--- src/rtl/lsu_pkg.sv ---
// rtl/lsu_pkg.sv - shared encodings and request legality check for the load/store unit
package lsu_pkg;

   typedef enum logic [1:0] {
      SZ_B = 2'b00,
      SZ_H = 2'b01,
      SZ_W = 2'b10,
      SZ_X = 2'b11
   } size_e;

   typedef enum logic [2:0] {
      IDLE = 3'd0,
      RD   = 3'd1,
      WAIT = 3'd2,
      WR   = 3'd3,
      RESP = 3'd4
   } state_e;

   function automatic logic req_error(input size_e size, input logic [31:0] addr,
                                      input logic [31:0] limit);
      logic bad;
      bad = (addr >= limit);
      case (size)
         SZ_H:    bad = bad | addr[0];
         SZ_W:    bad = bad | (|addr[1:0]);
         SZ_X:    bad = 1'b1;
         default: bad = bad;
      endcase
      return bad;
   endfunction

endpackage

--- src/rtl/lsu_if.sv ---
// rtl/lsu_if.sv - core request/response and data-memory port bundle for the load/store unit
interface lsu_if;
   logic        req_valid;
   logic        req_ready;
   logic        req_we;
   logic [1:0]  req_size;
   logic        req_unsigned;
   logic [31:0] req_addr;
   logic [31:0] req_wdata;
   logic        rsp_valid;
   logic [31:0] rsp_rdata;
   logic        rsp_err;
   logic        mem_en;
   logic        mem_we;
   logic [31:0] mem_addr;
   logic [31:0] mem_wdata;
   logic [31:0] mem_rdata;

   // master = core plus memory environment, slave = the lsu itself
   modport master (
      output req_valid, req_we, req_size, req_unsigned, req_addr, req_wdata, mem_rdata,
      input  req_ready, rsp_valid, rsp_rdata, rsp_err, mem_en, mem_we, mem_addr, mem_wdata
   );

   modport slave (
      input  req_valid, req_we, req_size, req_unsigned, req_addr, req_wdata, mem_rdata,
      output req_ready, rsp_valid, rsp_rdata, rsp_err, mem_en, mem_we, mem_addr, mem_wdata
   );
endinterface

--- src/rtl/lsu_lane.sv ---
// rtl/lsu_lane.sv - little-endian lane extract/extend for loads and lane merge for stores
module lsu_lane
   import lsu_pkg::*;
(
   input  logic [1:0]  addr_lo,
   input  size_e       size,
   input  logic        is_unsigned,
   input  logic [31:0] mem_word,
   input  logic [31:0] store_data,
   output logic [31:0] load_data,
   output logic [31:0] merge_data
);

   logic [31:0] shifted;
   logic [7:0]  byte_sel;
   logic [15:0] half_sel;
   logic [31:0] lane_mask;
   logic [31:0] lane_data;
   logic [4:0]  byte_sh;
   logic [4:0]  half_sh;

   always_comb begin
      byte_sh    = {addr_lo, 3'b000};
      half_sh    = {addr_lo[1], 4'b0000};
      shifted    = mem_word >> byte_sh;
      byte_sel   = shifted[7:0];
      half_sel   = addr_lo[1] ? mem_word[31:16] : mem_word[15:0];
      load_data  = mem_word;
      lane_mask  = 32'h0;
      lane_data  = 32'h0;
      case (size)
         SZ_B: begin
            load_data = {{24{~is_unsigned & byte_sel[7]}}, byte_sel};
            lane_mask = 32'h0000_00ff << byte_sh;
            lane_data = {24'h0, store_data[7:0]} << byte_sh;
         end
         SZ_H: begin
            load_data = {{16{~is_unsigned & half_sel[15]}}, half_sel};
            lane_mask = 32'h0000_ffff << half_sh;
            lane_data = {16'h0, store_data[15:0]} << half_sh;
         end
         SZ_W: begin
            lane_mask = 32'hffff_ffff;
            lane_data = store_data;
         end
         default: begin
            lane_mask = 32'h0;
         end
      endcase
      // untouched lanes pass through from the word just read
      merge_data = (mem_word & ~lane_mask) | (lane_data & lane_mask);
   end

endmodule

--- src/rtl/lsu.sv ---
// rtl/lsu.sv - load/store initiator: request FSM, read-modify-write for sub-word stores
module lsu
   import lsu_pkg::*;
#(
   parameter int WORDS = 256
) (
   input logic   clk,
   input logic   rst_n,
   lsu_if.slave  bus
);

   localparam logic [31:0] ADDR_LIMIT = 32'(WORDS * 4);

   state_e      state_q, state_d;
   logic [31:0] addr_q, addr_d;
   size_e       size_q, size_d;
   logic        uns_q, uns_d;
   logic        we_q, we_d;
   logic        err_q, err_d;
   logic [31:0] wdata_q, wdata_d;
   logic [31:0] rdata_q, rdata_d;
   logic [31:0] lane_load;
   logic [31:0] lane_merge;
   size_e       in_size;
   logic        in_err;

   lsu_lane u_lane (
      .addr_lo     (addr_q[1:0]),
      .size        (size_q),
      .is_unsigned (uns_q),
      .mem_word    (bus.mem_rdata),
      .store_data  (wdata_q),
      .load_data   (lane_load),
      .merge_data  (lane_merge)
   );

   always_ff @(posedge clk) begin
      if (!rst_n) begin
         state_q <= IDLE;
         addr_q  <= 32'h0;
         size_q  <= SZ_B;
         uns_q   <= 1'b0;
         we_q    <= 1'b0;
         err_q   <= 1'b0;
         wdata_q <= 32'h0;
         rdata_q <= 32'h0;
      end else begin
         state_q <= state_d;
         addr_q  <= addr_d;
         size_q  <= size_d;
         uns_q   <= uns_d;
         we_q    <= we_d;
         err_q   <= err_d;
         wdata_q <= wdata_d;
         rdata_q <= rdata_d;
      end
   end

   always_comb begin
      state_d = state_q;
      addr_d  = addr_q;
      size_d  = size_q;
      uns_d   = uns_q;
      we_d    = we_q;
      err_d   = err_q;
      wdata_d = wdata_q;
      rdata_d = rdata_q;
      in_size = size_e'(bus.req_size);
      in_err  = req_error(in_size, bus.req_addr, ADDR_LIMIT);
      case (state_q)
         IDLE: begin
            if (bus.req_valid) begin
               addr_d  = bus.req_addr;
               size_d  = in_size;
               uns_d   = bus.req_unsigned;
               we_d    = bus.req_we;
               err_d   = in_err;
               wdata_d = bus.req_wdata;
               rdata_d = 32'h0;
               if (in_err)
                  state_d = RESP;
               else if (bus.req_we && in_size == SZ_W)
                  state_d = WR;
               else
                  state_d = RD;
            end
         end
         RD:   state_d = WAIT;
         WAIT: begin
            // mem_rdata is valid only in this cycle
            if (we_q) begin
               wdata_d = lane_merge;
               state_d = WR;
            end else begin
               rdata_d = lane_load;
               state_d = RESP;
            end
         end
         WR:      state_d = RESP;
         RESP:    state_d = IDLE;
         default: state_d = IDLE;
      endcase
   end

   assign bus.req_ready = (state_q == IDLE);
   assign bus.rsp_valid = (state_q == RESP);
   assign bus.rsp_err   = (state_q == RESP) & err_q;
   assign bus.rsp_rdata = rdata_q;
   assign bus.mem_en    = (state_q == RD) || (state_q == WR);
   assign bus.mem_we    = (state_q == WR);
   assign bus.mem_addr  = {addr_q[31:2], 2'b00};
   assign bus.mem_wdata = wdata_q;

endmodule

--- src/flat_wrapper.sv ---
// flat-port wrapper written by rule: the top's interface ports become plain ports
module lsu_flat import lsu_pkg::*;
#(
   parameter int WORDS = 256
)
  (clk, rst_n, bus_req_valid, bus_req_we, bus_req_size, bus_req_unsigned, bus_req_addr, bus_req_wdata, bus_mem_rdata, bus_req_ready, bus_rsp_valid, bus_rsp_rdata, bus_rsp_err, bus_mem_en, bus_mem_we, bus_mem_addr, bus_mem_wdata);
  lsu_if bus_i ();
  input logic clk;
  input logic rst_n;
  input wire logic [$bits(bus_i.req_valid)-1:0] bus_req_valid;
  input wire logic [$bits(bus_i.req_we)-1:0] bus_req_we;
  input wire logic [$bits(bus_i.req_size)-1:0] bus_req_size;
  input wire logic [$bits(bus_i.req_unsigned)-1:0] bus_req_unsigned;
  input wire logic [$bits(bus_i.req_addr)-1:0] bus_req_addr;
  input wire logic [$bits(bus_i.req_wdata)-1:0] bus_req_wdata;
  input wire logic [$bits(bus_i.mem_rdata)-1:0] bus_mem_rdata;
  output wire logic [$bits(bus_i.req_ready)-1:0] bus_req_ready;
  output wire logic [$bits(bus_i.rsp_valid)-1:0] bus_rsp_valid;
  output wire logic [$bits(bus_i.rsp_rdata)-1:0] bus_rsp_rdata;
  output wire logic [$bits(bus_i.rsp_err)-1:0] bus_rsp_err;
  output wire logic [$bits(bus_i.mem_en)-1:0] bus_mem_en;
  output wire logic [$bits(bus_i.mem_we)-1:0] bus_mem_we;
  output wire logic [$bits(bus_i.mem_addr)-1:0] bus_mem_addr;
  output wire logic [$bits(bus_i.mem_wdata)-1:0] bus_mem_wdata;
  assign bus_i.req_valid = bus_req_valid;
  assign bus_i.req_we = bus_req_we;
  assign bus_i.req_size = bus_req_size;
  assign bus_i.req_unsigned = bus_req_unsigned;
  assign bus_i.req_addr = bus_req_addr;
  assign bus_i.req_wdata = bus_req_wdata;
  assign bus_i.mem_rdata = bus_mem_rdata;
  assign bus_req_ready = bus_i.req_ready;
  assign bus_rsp_valid = bus_i.rsp_valid;
  assign bus_rsp_rdata = bus_i.rsp_rdata;
  assign bus_rsp_err = bus_i.rsp_err;
  assign bus_mem_en = bus_i.mem_en;
  assign bus_mem_we = bus_i.mem_we;
  assign bus_mem_addr = bus_i.mem_addr;
  assign bus_mem_wdata = bus_i.mem_wdata;
  lsu #(.WORDS(WORDS)) u_core (.clk(clk), .rst_n(rst_n), .bus(bus_i));
endmodule
--- config.mk ---
export PLATFORM = sky130hd
export DESIGN_NAME = lsu_flat
export DESIGN_NICKNAME = d
export VERILOG_FILES = /design/src/rtl/lsu_pkg.sv /design/src/rtl/lsu_if.sv /design/src/rtl/lsu_lane.sv /design/src/rtl/lsu.sv /design/src/flat_wrapper.sv
export SDC_FILE = /design/constraint.sdc
export NUM_CORES = 1
export LEC_CHECK = 0
export BUFFER_PORTS_ARGS = -buffer_cell sky130_fd_sc_hd__buf_2
export CAP_MARGIN = 5
export CELL_PAD_IN_SITES_DETAIL_PLACEMENT = 0
export CELL_PAD_IN_SITES_GLOBAL_PLACEMENT = 1
export CORE_ASPECT_RATIO = 1.2
export CORE_UTILIZATION = 38
export DETAILED_ROUTE_END_ITERATION = 6
export GPL_ROUTABILITY_DRIVEN = 0
export HOLD_SLACK_MARGIN = 0.02
export PLACE_DENSITY_LB_ADDON = 0.1
export SKIP_LAST_GASP = 1
export SLEW_MARGIN = 20
export SYNTH_ARGS = -nofsm -noshare
export SYNTH_HDL_FRONTEND = slang
export SYNTH_SLANG_ARGS = --single-unit
export TNS_END_PERCENT = 10
--- constraint.sdc ---
create_clock -name clk -period 3.5 [get_ports clk]
set_input_delay 0.7 -clock clk [delete_from_list [all_inputs] [get_ports clk]]
set_output_delay 0.7 -clock clk [all_outputs]
set_load 0.05 [all_outputs]
**Word-level counts from Yosys, hierarchy flattened**

Cells that the tools add are included.
Widths: inputs -> output; s select.

- Register bits after elaboration: 104
- Input bits: 103
- Output and inout port bits: 101
- Word-level logic and storage cells: 61

- Magnitude comparators: 1
- Equality and inequality tests: 12
- Shift-type cells: 5
- Multiplexer cells: 16
- Bitwise gates (word level): 10
- Reductions and logical operators: 9

Operators with widths:

| cell | count |
|---|---|
| $pmux 32 s2 | 3 |
| $pmux 32 s3 | 2 |
| $mux 32 | 4 |
| $and 32x32->32 | 2 |
| $ge 32x11->1 const B | 1 |
| $not 32->32 | 1 |
| $or 32x32->32 | 1 |
| $shl 16x5->32 | 1 |
| $shl 16x5->32 const A | 1 |
| $shl 8x5->32 | 1 |
| $shl 8x5->32 const A | 1 |
| $shr 32x5->8 | 1 |
| $mux 16 | 1 |
| $pmux 3 s4 | 1 |
| $mux 3 | 3 |
| $eq 2x2->1 const B | 3 |
| $eq 3x2->1 const B | 2 |
| $reduce_and 3->1 | 2 |
| $eq 2x1->1 const B | 2 |
| $ne 2x2->1 const B | 2 |
| $and 1x1->1 | 3 |
| $eq 3x1->1 const B | 1 |
| $eq 3x3->1 const B | 1 |
| $logic_not 3->1 | 1 |
| other kinds (11) | 12 |

**Longest topological paths before layout**

Gate-level depths: netlist of the first run.

- Depth in word-level cells: 7
- Depth in mapped cells: 8
- Depth with buffers taken out: 7

**Hierarchy**

A second synthesis of the first run with hierarchy kept.

- Cell total of the unflattened synthesis: 689
- Area, all modules: 5,899.4 um^2

Modules (own cells, without submodules):

| module | instances | cells an instance | area each (um^2) | seq. area each (um^2) |
|---|---|---|---|---|
| lsu | 1 | 486 | 4,589.4 | 2,082.0 |
| lsu_lane | 1 | 203 | 1,310.0 | 0.0 |

**Worst setup path before layout of the first run**

No wires, ideal clock.

- Path kind: register to output
- Start: register u_core.state_q[0]
- End: output bus_rsp_err
- Data arrival time: 2.296 ns
- Required time: 2.800 ns
- Path slack: 0.504 ns
- Cell stages (with the launch flop): 4
- Buffers on the path: 1
- Path through: dfxtp_1 clkbuf_1 nor3b_1 and2_1

- Cells in the longest elaborated chain, start to end: 2

Ends and longest elaborated chain:

| what | RTL line | text |
|---|---|---|
| from (decl) | lsu.sv:14 | `state_e state_q, state_d;` |
| from (signal assigned) | lsu.sv:48 | `state_q <= state_d;` |
| $eq 3x3->1 | -- |  |
| via bus_rsp_valid | flat_wrapper.sv:18 | `output wire logic [$bits(bus_i.rsp_valid)-1:0] bus_rsp_valid;` |
| $and 1x1->1 | lsu.sv:107 | `assign bus.rsp_err = (state_q == RESP) & err_q;` |
| to (decl) | flat_wrapper.sv:20 | `output wire logic [$bits(bus_i.rsp_err)-1:0] bus_rsp_err;` |

The timed path passes the listed nets, and every way through them passes these cells.

**Worst setup path after layout of the first run**

- Start: register u_core.size_q[0]
- End: register u_core.wdata_q[30], in the netlist u_core.bus.mem_wdata[30]

- Cells in the longest elaborated chain, start to end: 7
- Elaborated cells between the ends (all ways): 11
- Classes of those cells: eq/ne: 2; mux: 4; bitwise: 4; reduce/logical: 1

Ends and longest elaborated chain:

| what | RTL line | text |
|---|---|---|
| from (decl) | lsu.sv:16 | `size_e size_q, size_d;` |
| from (signal assigned) | lsu.sv:50 | `size_q <= size_d;` |
| $eq 2x2->1 (tied with other cells) | lsu_lane.sv:31 | `case (size)` |
| $pmux 32 s3 | lsu_lane.sv:31 |  |
| $not 32->32 | lsu_lane.sv:51 | `merge_data = (mem_word & ~lane_mask) \| (lane_data & lane_mask);` |
| $and 32x32->32 | lsu_lane.sv:51 |  |
| $or 32x32->32 * | lsu_lane.sv:51 |  |
| $mux 32 * | lsu.sv:91 | `if (we_q) begin` |
| $pmux 32 s2 * | lsu.sv:70 | `case (state_q)` |
| to (signal assigned) | lsu.sv:54 | `wdata_q <= wdata_d;` |
| to (decl) | lsu.sv:20 | `logic [31:0] wdata_q, wdata_d;` |

Every way passes the cells marked *; elsewhere a longest branch is shown, timed or not. The select of a mux whose other input is x is not followed.
A chain may end at the register's enable or synchronous reset.

==> results.json, run 1 <==
{
  "outcome": "finished, final reports clean",
  "end_kind": "flop",
  "crit_chain": "or2_0, a21o_1, nor2b_1, a2111oi_0, o21ai_1",
  "row_count": 47,
  "cts_setup_buffers": 0,
  "critPathArrivalTime_ps": 2720,
  "ant_nets": 0,
  "max-cap-violations": 0,
  "drt_iter0_markers": 394,
  "slew_headroom": 0.363,
  "powerDensity_nw_per_um2": 484,
  "htreeDepth": 3,
  "skew_ps": 4.23,
  "synth.yosys.warnings": 0,
  "grt_use_total": 0.243,
  "slew_violations": 0,
  "ys_seq_elements": 104,
  "fin_setup_tns_ps": 0,
  "core-area_um2": 13800,
  "critical_path.startpoint_type": "flop",
  "first_global_vias": 5135,
  "synthArstFlopShare": 0,
  "yosysUniqueCellTypes": 58,
  "cts_tree": "yes",
  "multiInputGateArea_um2": 2800,
  "drc": 0,
  "dp_hpwl_mm": 13.6,
  "cts_resized": 0,
  "critPathMaxStageDelay_ps": 840,
  "p_total_mw": 3.16,
  "grt_max_degree": 59,
  "worstPathMaxFanout": 24,
  "die_area_um2": 14600,
  "synth_top_area_cell": "dfxtp_1",
  "area_growth_pct": 21.6,
  "hold_buffers": 0,
  "placed_cells": 980,
  "synth_area_um2": 5370,
  "fmax_mhz": 402,
  "antenna_found_initial": 0,
  "peakVddDrop_mv": 0.263,
  "die_x_um": 111,
  "cts.reportedPaths.clkPinSlew_ps": 70,
  "min_path_type": "flop to flop",
  "rsz0062_at_grt": "false",
  "synth-main-ff-cell": "dfxtp_1",
  "wl_per_cell_um": 18.4,
  "die_height_um": 132,
  "seq_area_um2": 2080,
  "tightest_slew_ps": 951,
  "finish.utilization": 0.473,
  "via_per_inst": 5.59,
  "antenna-diode-count": 0,
  "drive_gt1_frac": 0.301,
  "required_ps": 3730,
  "syn_inst": 683,
  "setup_violations": 0,
  "root_buffer": "clkbuf_16",
  "final_cells": 996,
  "min_period_ps": 2490,
  "cts.path.max_buffers": 2,
  "grt_overflow": 0,
  "nets": 926,
  "wl_mm": 18.3,
  "drtPass1Iterations": 5,
  "portBuffers": 201,
  "routed-via-count": 5566,
  "power.leakage_nw": 2.83,
  "numCtsBuffers": 9,
  "clkLatencyLatePin_ps": 350,
  "min_period_over_period": 0.711,
  "synth_edf_count": 0,
  "clock_sinks": 104,
  "finalHoldViolations": 0,
  "fillers": 1421,
  "avgSynthCellArea_um2": 7.86,
  "pin_count": 204,
  "synth.area.top_cells": "dfxtp_1 (39%), a21oi_1 (10%), nand2_1 (7.5%)",
  "start_util": 0.389,
  "crit_type": "flop to flop",
  "ys_seq_area_frac": 0.388,
  "synth_top_cell_area_share": 0.388,
  "grt_pass1_wl_mm": 28.0,
  "cp_slowest_cell": "dfxtp_1"
}
registers in the layout, indices dropped and copies added, names as in the netlist:
register	cells
u_core.state_q	3
u_core.we_q	1
u_core.uns_q	1
u_core.bus.mem_wdata	32
u_core.err_q	1
u_core.size_q	2
u_core.bus.rsp_rdata	32
u_core.addr_q	32
area by class of cell:
| cell class | count | area share |
|---|---|---|
| multi-input combinational | 487 | 0.429 |
| sequential | 104 | 0.319 |
| timing repair buffer | 211 | 0.165 |
| clock buffer | 9 | 0.0345 |
| tap | 171 | 0.0328 |
| clock inverter | 7 | 0.0155 |
| inverter | 7 | 0.00402 |
where the power goes:
part | switching [mW] | internal, mW | leakage, nW
combinational | 0.522 | 0.202 | 1.82
clock | 0.480 | 0.636 | 0.158
sequential | 0.0696 | 1.25 | 0.852
total | 1.07 | 2.09 | 2.83
worst max-delay path: cells and delay by family, from the launching register on:
kind            cells  cell delay [ps]
simple gates        2              600
compound gates      3              930
flops               1              840
synthesized netlist by cell type (8+ instances only):
| cell | instances |
|---|---|
| a211oi_1 | 22 |
| a21o_1 | 9 |
| a21oi_1 | 112 |
| a22o_1 | 15 |
| buf_2 | 14 |
| buf_4 | 33 |
| clkbuf_1 | 31 |
| dfxtp_1 | 104 |
| nand2_1 | 107 |
| nand2b_1 | 19 |
| nand4_1 | 8 |
| nor2_1 | 38 |
| nor2b_1 | 12 |
| o2111ai_1 | 8 |
| o21ai_0 | 32 |
| o221a_2 | 8 |
| o221ai_1 | 8 |
| or3_1 | 8 |
| or4_1 | 9 |
cell usage in the layout (no fill, tap or decap), types with 3 or more instances in the layout:
master,count
nor2b_1,12
nand2_1,107
ha_1,3
o21ai_0,32
o221a_2,8
nand2b_1,19
inv_1,6
nor2_1,38
buf_2,201
or4_1,9
a22o_1,15
a221oi_1,7
a21o_1,9
o221ai_1,8
a21oi_1,112
or3_1,8
and2_1,3
a32oi_1,7
nand3_1,5
nor4_1,5
clkbuf_16,9
dfxtp_1,104
o2111ai_1,8
a211oi_1,22
buf_4,10
o211ai_1,3
nand4_1,8
a22oi_1,7
logic make-up after synthesis:
family                     count (synthesis)  synth area share
adders and majority gates                  3           0.00699
AOI/OAI and AO/OA                        254             0.307
buffers and inverters                     93            0.0943
and+or+nand+nor                          226             0.199
DFF                                      104             0.388
muxes                                      2           0.00396
other                                      1          0.000698
routing by layer:
metal / routed length [um] / GRT usage
met1: 7820 / 0.307
met3: 1210 / 0.0386
met4: 311 / 0.0756
met5: 0 / 0
met2: 8970 / 0.420
path summary, 6_finish.rpt:
kind	from	endpoint	slack, ps	depth (start not counted)
max	u_core.size_q[0]	u_core.bus.mem_wdata[30]	1010	5
max reg2reg	u_core.size_q[0]	u_core.bus.mem_wdata[30]	1010	5
min	u_core.bus.rsp_rdata[15]	u_core.bus.rsp_rdata[15]	450	2
min reg2reg	u_core.bus.rsp_rdata[15]	u_core.bus.rsp_rdata[15]	450	2
through the flow:
stage	setup slack [ps]	hold WS (ps)	area [um^2]
3_5_place_dp	969	435	6210
3_3_place_gp	1080	430	6210
5_1_grt	838	466	6530
2_1_floorplan	504	437	5380
4_1_cts	1020	445	6530
6_report	1010	445	6530
Note: power is estimated with default switching activity, not from simulation.
==> run 2: changes to the inputs <==
ABC_AREA = 1   (was unset)
CORE_UTILIZATION = 34   (was 38)
clock period = 2.4 ns   (was 3.5 ns; I/O delays follow)
==> results.json, run 2 <==
{
  "ys_seq_area_frac": 0.368,
  "pin_count": 204,
  "synth_most_common_cell": "nand2_1",
  "synth_common_cells": "nand2_1 (304), dfxtp_1 (104), a21oi_1 (102), nor2_1 (64)",
  "worstPathMaxFanout": 6,
  "min_period_over_period": 0.836,
  "max-cap-violations": 0,
  "cts_setup_buffers": 0,
  "grt_overflow": 0,
  "internal_power_mw": 3.06,
  "drive_gt1_frac": 0.266,
  "area_growth_pct": 23.1,
  "synthArstFlopShare": 0,
  "synth_top_cell_area_share": 0.368,
  "routed-via-count": 5926,
  "critical_path.startpoint_type": "flop",
  "synth_top_area_cell": "dfxtp_1",
  "cts.path.max_buffers": 2,
  "fmax_mhz": 498,
  "first_global_vias": 5553,
  "die_x_um": 120,
  "power.leakage_nw": 3.40,
  "p_sw_mw": 1.87,
  "required_ps": 1920,
  "powerDensity_nw_per_um2": 707,
  "grt_max_degree": 65,
  "row_count": 51,
  "min_path_type": "input port to flop",
  "synth_edf_count": 0,
  "post_dp_cell_area_um2": 6650,
  "finalHoldViolations": 0,
  "path_buf_inv": 2,
  "drt_iter0_markers": 338,
  "layout_common_cells": "nand2_1 (304), buf_2 (201), dfxtp_1 (104)",
  "via_per_inst": 4.74,
  "pwr-share-comb": 0.283,
  "antenna_found_initial": 0,
  "drc": 0,
  "slew_violations": 0,
  "peakVddDrop_mv": 0.314,
  "end_kind": "output port",
  "die_height_um": 143,
  "skew_ps": 12.3,
  "final_cells": 1249,
  "syn_inst": 876,
  "rsz0062_at_grt": "false",
  "clkLatencyLatePin_ps": 360,
  "cts_tree": "yes",
  "placed_cells": 1233,
  "hold_buffers": 0,
  "final_common_cell": "nand2_1",
  "yosysUniqueCellTypes": 32,
  "nets": 1138,
  "cts_resized": 0,
  "antenna-diode-count": 0,
  "grt_use_total": 0.227,
  "drtPass1Iterations": 5,
  "core-area_um2": 16300,
  "synth_area_um2": 5660,
  "grt_pass1_wl_mm": 30.0,
  "crit_type": "flop to output port",
  "path_delay_family": "flip-flops",
  "critPathArrivalTime_ps": 1530,
  "avgSynthCellArea_um2": 6.46,
  "portBuffers": 201,
  "crit_chain": "inv_1, nor3_1, buf_2",
  "wl_per_cell_um": 15.6,
  "wl_mm": 19.4,
  "p_seq_frac": 0.394,
  "root_buffer": "clkbuf_16",
  "p_clk_frac": 0.323,
  "htreeDepth": 3,
  "outcome": "finished, final reports clean",
  "clock_sinks": 104,
  "min_period_ps": 2010,
  "synth.yosys.warnings": 0,
  "cts.reportedPaths.clkPinSlew_ps": 80,
  "synth.area.top_cells": "dfxtp_1 (37%), nand2_1 (20%), a21oi_1 (9.0%)",
  "r2r_slack_ps": 420,
  "start_util": 0.348,
  "die_area_um2": 17200,
  "numCtsBuffers": 9,
  "setup_violations": 0,
  "tightest_slew_ps": 659,
  "dp_hpwl_mm": 14.8,
  "critPathMaxStageDelay_ps": 470,
  "design_area_um2": 6970,
  "fin_setup_tns_ps": 0,
  "swShare": 0.379,
  "ys_seq_elements": 104,
  "ant_nets": 0,
  "cp_slowest_cell": "dfxtp_1",
  "synth-main-ff-cell": "dfxtp_1",
  "slew_headroom": 0.555
}
[run 2: cell types whose count changed after synthesis, moves of 13 or more]
| cell | change |
|---|---|
| nand2_1 | +197 |
| inv_1 | +41 |
| nor2_1 | +26 |
| a211oi_1 | -22 |
| nand2b_1 | -19 |
| nand3_1 | +19 |
| clkinv_1 | +16 |
| o21ai_0 | +16 |
| a22o_1 | -15 |
| o21ai_1 | +15 |
| a21oi_2 | +13 |
[run 2: cell families (layout without fill, tap and decap cells)]
logic type                 after synthesis  after routing  synth area share
and+or+nand+nor                        415            415             0.295
AOI/OAI and AO/OA                      205            205             0.200
buffers and inverters                  148            308             0.129
DFF                                    104            104             0.368
adders and majority gates                3              3           0.00663
other                                    1              2          0.000662
[run 2: per-layer routing]
layer / track usage / part of all wire
met5: 0 / 0
met2: 0.375 / 0.47
met4: 0.0829 / 0.019
met1: 0.292 / 0.44
met3: 0.0452 / 0.064
[run 2: worst min-delay path, cell delays in order]
cell and delay [ps]:
buf_2 90, nand2_1 50, a21oi_1 50
[run 2: final cells by class]
type                    instances  area [um^2]
flip-flops and latches        104         2080
well taps                     212          265
repair buffers                219         1170
clock inverters                 7         96.3
clock buffers                   9          225
multi-input cells             625         2860
fillers                      1819         9300
inverters                      73          274
[run 2: power groups by stage]
stage          combinational [mW]  sequential [mW]  clock, mW
3_3_place_gp                 1.40             1.98          0
2_1_floorplan               0.827             2.17          0
3_5_place_dp                 1.40             1.98          0
6_report                     1.39             1.94       1.59
5_1_grt                      1.53             1.96       1.71
4_1_cts                      1.40             1.94       1.64
[run 2: final timing paths]
path              cells after the start               from                       end
setup / recovery                      3  u_core.state_q[0]                bus_mem_we
hold / removal                        3    bus_req_addr[6]          u_core.addr_q[6]
setup reg to reg                      8  u_core.state_q[1]  u_core.bus.rsp_rdata[30]
hold reg to reg                       2  u_core.addr_q[11]         u_core.addr_q[11]
[run 2: through the flow]
stage                     setup slack [ps]   util  hold slack, ps  total power, mW
final                                  393  0.428             361             4.93
after floorplan                       4.15      -             446             3.00
after CTS                              361  0.428             349             4.98
after global routing                   222  0.428             360             5.20
after detailed placement               391  0.408             451             3.38
after global placement                 402  0.408             450             3.38
